### src/rtl/highrun_pkg.sv
// Shared types and default widths for the programmable consecutive-high run monitor.
package highrun_pkg;

  typedef enum logic [1:0] {
    IDLE  = 2'd0,
    COUNT = 2'd1,
    RUN   = 2'd2
  } highrun_state_t;

  localparam int DEFAULT_CNT_W = 8;
  localparam int DEFAULT_EVT_W = 16;

endpackage

### src/rtl/highrun_evt_counter.sv
// Saturating event counter: counts inc pulses up to all-ones; clr has priority over inc.
module highrun_evt_counter #(
  parameter int EVT_W = 16
) (
  input  logic             clk,
  input  logic             rst_n,
  input  logic             inc,
  input  logic             clr,
  output logic [EVT_W-1:0] count
);

  always_ff @(posedge clk or negedge rst_n) begin
    if (!rst_n) begin
      count <= '0;
    end else if (clr) begin
      count <= '0;
    end else if (inc && (count != {EVT_W{1'b1}})) begin
      count <= count + 1'b1;
    end
  end

endmodule

### src/rtl/highrun_monitor.sv
// Consecutive-high run detector with a programmable threshold loaded over a config handshake.
// Optional run-entry counter is built only when HIGHRUN_EVT_CNT_EN is defined.
module highrun_monitor
  import highrun_pkg::*;
#(
  parameter int CNT_W          = DEFAULT_CNT_W,
  parameter int DEFAULT_THRESH = 2,
  parameter int EVT_W          = DEFAULT_EVT_W
) (
  input  logic             clk,
  input  logic             rst_n,
  input  logic             data_in,
  input  logic             cfg_valid,
  input  logic [CNT_W-1:0] cfg_threshold,
  output logic             cfg_ready,
  output logic             run_out,
  output logic             run_start,
  input  logic             evt_clr,
  output logic [EVT_W-1:0] evt_count
);

  highrun_state_t   state;
  logic [CNT_W-1:0] cnt;
  logic [CNT_W-1:0] thresh;
  logic [CNT_W-1:0] cnt_inc;
  logic             run_out_q;
  logic             cfg_accept;

  // Config handshake: a threshold transfers on any rising edge where cfg_valid and
  // cfg_ready are both high; cfg_valid may be held and is taken in the first non-RUN cycle.
  assign cfg_ready  = (state != RUN);
  assign cfg_accept = cfg_valid && cfg_ready;
  assign cnt_inc    = cnt + 1'b1;

  always_ff @(posedge clk or negedge rst_n) begin
    if (!rst_n) begin
      state  <= IDLE;
      cnt    <= '0;
      thresh <= CNT_W'(DEFAULT_THRESH);
    end else if (cfg_accept) begin
      // A zero threshold would never be reachable from IDLE, so it is treated as 1.
      thresh <= (cfg_threshold == '0) ? CNT_W'(1) : cfg_threshold;
      cnt    <= '0;
      state  <= IDLE;
    end else if (!data_in) begin
      cnt   <= '0;
      state <= IDLE;
    end else if (state != RUN) begin
      cnt   <= cnt_inc;
      state <= (cnt_inc == thresh) ? RUN : COUNT;
    end
  end

  always_ff @(posedge clk or negedge rst_n) begin
    if (!rst_n) begin
      run_out_q <= 1'b0;
    end else begin
      run_out_q <= run_out;
    end
  end

  assign run_out   = (state == RUN);
  assign run_start = run_out && !run_out_q;

`ifdef HIGHRUN_EVT_CNT_EN
  highrun_evt_counter #(
    .EVT_W (EVT_W)
  ) u_evt_counter (
    .clk   (clk),
    .rst_n (rst_n),
    .inc   (run_start),
    .clr   (evt_clr),
    .count (evt_count)
  );
`else
  logic unused_evt_clr;
  assign unused_evt_clr = evt_clr;
  assign evt_count      = '0;
`endif

endmodule
### config.mk
export PLATFORM = sky130hd
export DESIGN_NAME = highrun_monitor
export DESIGN_NICKNAME = d
export VERILOG_FILES = /design/src/rtl/highrun_pkg.sv /design/src/rtl/highrun_evt_counter.sv /design/src/rtl/highrun_monitor.sv
export SDC_FILE = /design/constraint.sdc
export NUM_CORES = 1
export LEC_CHECK = 0
export BUFFER_PORTS_ARGS = -buffer_cell sky130_fd_sc_hd__buf_2
export CAP_MARGIN = 10
export CORE_ASPECT_RATIO = 1.75
export CORE_UTILIZATION = 45
export CTS_CLUSTER_SIZE = 16
export DETAILED_ROUTE_END_ITERATION = 10
export GPL_ROUTABILITY_DRIVEN = 1
export PLACE_DENSITY_LB_ADDON = 0.05
export SYNTH_ARGS = -nofsm -noshare
export SYNTH_HDL_FRONTEND = slang
export SYNTH_SLANG_ARGS = --single-unit
### constraint.sdc
create_clock -name clk -period 2.88 [get_ports clk]
set_input_delay 0.576 -clock clk [delete_from_list [all_inputs] [get_ports clk]]
set_output_delay 0.576 -clock clk [all_outputs]
set_load 0.01 [all_outputs]
## Word-level counts from Yosys, hierarchy flattened

Cells that the tools add are included.

- Bits in registers: 19
- Input port bits: 13
- Logic and storage cells: 21

- Equality and inequality tests: 4
- Add/subtract/negate cells: 1
- Reduce and logical (&&, ||, !) cells: 4
- Multiplexer cells: 8

Operator list:

| kind | count |
|---|---|
| 8-bit two-way mux | 4 |
| 8-bit by 1-bit adder with 8-bit output (second input constant) | 1 |
| 8-bit equality test | 1 |
| 8-bit logical NOT | 1 |
| 2-bit two-way mux | 4 |
| 3-bit by 1-bit != test with 1-bit output (second input constant) | 1 |
| 2-bit equality test (second input constant) | 1 |
| 1-bit logical AND | 2 |
| 2-bit != test (second input constant) | 1 |
| 1-bit logical NOT | 1 |

## Depth between registers and ports, before layout

- Depth in word-level cells: 6
- Depth in mapped cells: 6
- Mapped depth without buffers: 6

## Worst setup path before layout

No wires, ideal clock.

- Path type: register -> register
- Start point: reg cnt[0]
- End point: reg state[0]
- Stages on the path, launching flop included: 7
- Setup time: 119 ps
- Path slack: 763 ps
- Data arrival time: 1,998 ps
- Buffers on the path: 0
- Cell sequence: dfrtp_1 > ha_1 > xor2_1 > a311o_1 > a2111o_1 > a2111o_1 > o21a_1

- Cells in the longest elaborated chain, start to end: 6

RTL lines:

| item | RTL line | source |
|---|---|---|
| start, declared | highrun_monitor.sv:23 | `logic [CNT_W-1:0] cnt;` |
| start signal, assigned | highrun_monitor.sv:49 | `cnt <= cnt_inc;` |
| 8-bit by 1-bit adder with 8-bit output | highrun_monitor.sv:33 | `assign cnt_inc = cnt + 1'b1;` |
| 8-bit equality test | highrun_monitor.sv:50 | `state <= (cnt_inc == thresh) ? RUN : COUNT;` |
| 2-bit two-way mux | highrun_monitor.sv:50 |  |
| 2-bit two-way mux | highrun_monitor.sv:48 | `end else if (state != RUN) begin` |
| 2-bit two-way mux | highrun_monitor.sv:45 | `end else if (!data_in) begin` |
| 2-bit two-way mux | highrun_monitor.sv:40 | `end else if (cfg_accept) begin` |
| end signal, assigned | highrun_monitor.sv:50 |  |
| end, declared | highrun_monitor.sv:22 | `highrun_state_t state;` |

Every way passes these cells. The select of a mux whose other input is x is not followed.
A chain may end at the register's enable or synchronous reset.

## Worst setup path after layout

- Start point: reg cnt[0]
- End point: reg state[1]

Same word-level chain as after synthesis.

==> impl_metrics.tcl <==
set metrics [dict create \
    hpwlAfterDp_microns 1810 \
    drive_gt1_share_pct 19.6 \
    critical_path_class "reg -> reg" \
    grtUsageTotal_pct 19.6 \
    area_growth_pct 7.23 \
    setup_viol 0 \
    internal_power_mw 0.412 \
    postLayoutSetupSlackWorst_ps 618 \
    ys_warn_count 0 \
    cts_tree "built" \
    syn_avg_cell_area_sq_um 9.59 \
    r2r_end "state[1]" \
    fmaxAchievable_mhz 442 \
    ant_nets 0 \
    cts_buffer_depth 2 \
    yosysSeqAreaShare_pct 41.1 \
    grt-ovfl-total 0 \
    io_pins 32 \
    hold_slack_ps 245 \
    cts_buffers 3 \
    end_kind "flop" \
    crit_chain "ha_1 > xor2_1 > a311o_1 > a2111o_1 > a2111o_1 > o31ai_2" \
    syn_inst 121 \
    finalPower_mw 0.560 \
    setup_tns_ps 0 \
    grt_pass1_vias 809 \
    peakVddDrop_mv 0.311 \
    yosys.area.top_type_share_pct 38.8 \
    place_congestion 0.848 \
    layout_common_cells "dfrtp_1, conb_1, buf_2" \
    insertedDiodeCount 0 \
    p_clk_share_pct 34.5 \
    cp-start-kind "flop" \
    yosys-top-cells-area "dfrtp_1, buf_4, mux2_2, o21ai_0, nand2_1" \
    antenna_found_initial 0 \
    die_area_sq_um 2790 \
    dr.pass1.iters 4 \
    use_met2_pct 32.3 \
    cp_common_cell "a2111o_1" \
    min_period_ps 2260 \
    arrival_ps 2440 \
    grt_util_met1_pct 22.4 \
    die_w_microns 40.4 \
    gr-usage-met3_pct 2.89 \
    insertion_delay_ps 260 \
    cts_resized 0 \
    routed_wl_microns 2360 \
    worstPathRequired_ps 3060 \
    slowest_stage "dfrtp_1" \
    grt.busiest_layer "met2" \
    worstPathMaxFanout 5 \
    clk_pin_slew_worst_paths_ps 70 \
    core-area_sq_um 2460 \
    fin_skew_ps 4.24 \
    start_util_pct 47.1 \
    h-tree-depth 1 \
    synth_area_sq_um 1160 \
    cts_hold_buf 0 \
    io_buffer_count 14 \
    r2r_setup_slack_ps 620 \
    ys_ff_latch 19 \
    slowest_delay_ps 430 \
    p_per_area_nw_per_um2 450 \
    r2r-start "cnt[0]" \
    pwr-share-seq_pct 52.4 \
    combPwrFrac_pct 13.1 \
    rows 24 \
    fin_crit_sh_pct 78.5 \
    cts-root-buf "clkbuf_8" \
    ff2ff_path_depth 6 \
    die_h_microns 69.2 \
    critPathLaunch "cnt[0]" \
    synth_cell_type_count 34 \
    grt_pass1_wl_microns 3730 \
    outcome "finished clean" \
    place_ws_ps 641 \
    routedWlPerCell_microns 14.4 \
    cts_sinks 19 \
    layout.nets 153 \
    final-hold-violation-count 0 \
    p_leak_nw 0.561 \
    hold_class "in -> async" \
    grt_max_degree 20 \
    rsz0062_at_grt "false" \
    drv_slew 0 \
    switchingPower_mw 0.149 \
    vias 876 \
    drt-vias-per-instance 5.34 \
    maxCapViolCount 0 \
    layout_commonest_cell "dfrtp_1" \
    post-route-drc-count 0 \
    sw_frac_of_total_pct 26.5 \
    drtIter0Drc 27 \
    fill_cells 260 \
    yosys.area.top_type "dfrtp_1" \
    setup.worst_path.end "state[1]" \
    post_cts_buffers 0 \
]
[area by class of cell]
class / instances / area [sq um] / share of cell area [%]
inverter: 3 / 11.3 / 0.905
clock buffer: 4 / 45.0 / 3.62
tap: 26 / 32.5 / 2.62
timing repair buffer: 14 / 70.1 / 5.63
sequential: 19 / 477 / 38.3
multi-input combinational: 98 / 608 / 48.9
[stage by stage]
stage / utilization, % / cell area [sq um] / cells
2_1_floorplan: - / 1220 / 136
3_3_place_gp: 48.7 / 1200 / 160
3_5_place_dp: 48.7 / 1200 / 160
4_1_cts: 50.5 / 1240 / 164
5_1_grt: 50.5 / 1240 / 164
6_report: 50.5 / 1240 / 164
[flip-flops by register name, summed over array words and instances, names as in the netlist]
register and flops:
run_out_q 1, cnt 8, state 2, thresh 8
[layer usage]
layer,share of wire [%],vias to the layer above
li1,-,428
met1,37,421
met2,56,20
met3,3.1,7
met4,3.5,0
met5,0,-
[how the worst min path moves through the flow]
stage / endpoint / slack (ps) / cells after the start
2_1_floorplan: cnt[0] / 280 / 0
3_3_place_gp: thresh[0] / 490 / 2
3_5_place_dp: thresh[0] / 500 / 2
4_1_cts: run_out_q / 270 / 1
5_1_grt: cnt[1] / 290 / 1
6_report: state[1] / 250 / 1
[worst max-delay path, delay by kind of cell, from the launching register on]
kind	cells	cell delay (ps)
AO/OA/AOI/OAI	4	1240
XOR/XNOR	1	180
adder cells (fa/ha/maj)	1	340
flip-flops	1	430
[cells by family (layout without fill, tap and decap cells)]
kind of cell / after synthesis / count (layout) / synth area share (%)
XOR/XNOR: 9 / 9 / 6.80
buffers and inverters: 19 / 21 / 11.3
adder cells (fa/ha/maj): 1 / 1 / 1.08
AO/OA/AOI/OAI: 26 / 26 / 15.3
AND/OR/NAND/NOR: 39 / 39 / 17.3
other: 1 / 16 / 0.323
flip-flops: 19 / 19 / 41.1
multiplexers: 7 / 7 / 6.80
[cell usage after synthesis]
cell       count
dfrtp_1       18
buf_4         16
nand2_1       12
o21ai_0       11
mux2_2         7
nand2b_1       5
nor2_1         5
xor2_1         5
nand3_1        4
xnor2_1        4
inv_1          3
or3_1          3
a2111o_1       2
a21oi_1        2
a22o_1         2
a31oi_1        2
nor2b_1        2
nor3_1         2
a21o_1         1
a311o_1        1
and2_1         1
conb_1         1
dfstp_2        1
ha_1           1
nand3_2        1
nand3b_1       1
nor3b_1        1
nor4_1         1
o2111ai_1      1
o21a_1         1
o22ai_1        1
o31ai_1        1
o31ai_2        1
or2_1          1
[power by group through the flow]
stage / registers [mW] / logic [mW] / clock network, mW
4_1_cts: 0.293 / 0.0739 / 0.195
5_1_grt: 0.295 / 0.0824 / 0.203
2_1_floorplan: 0.295 / 0.0659 / 0
6_report: 0.294 / 0.0732 / 0.194
3_3_place_gp: 0.297 / 0.0713 / 0
3_5_place_dp: 0.299 / 0.0725 / 0
No activity file was read; power rests on OpenSTA's default activity.
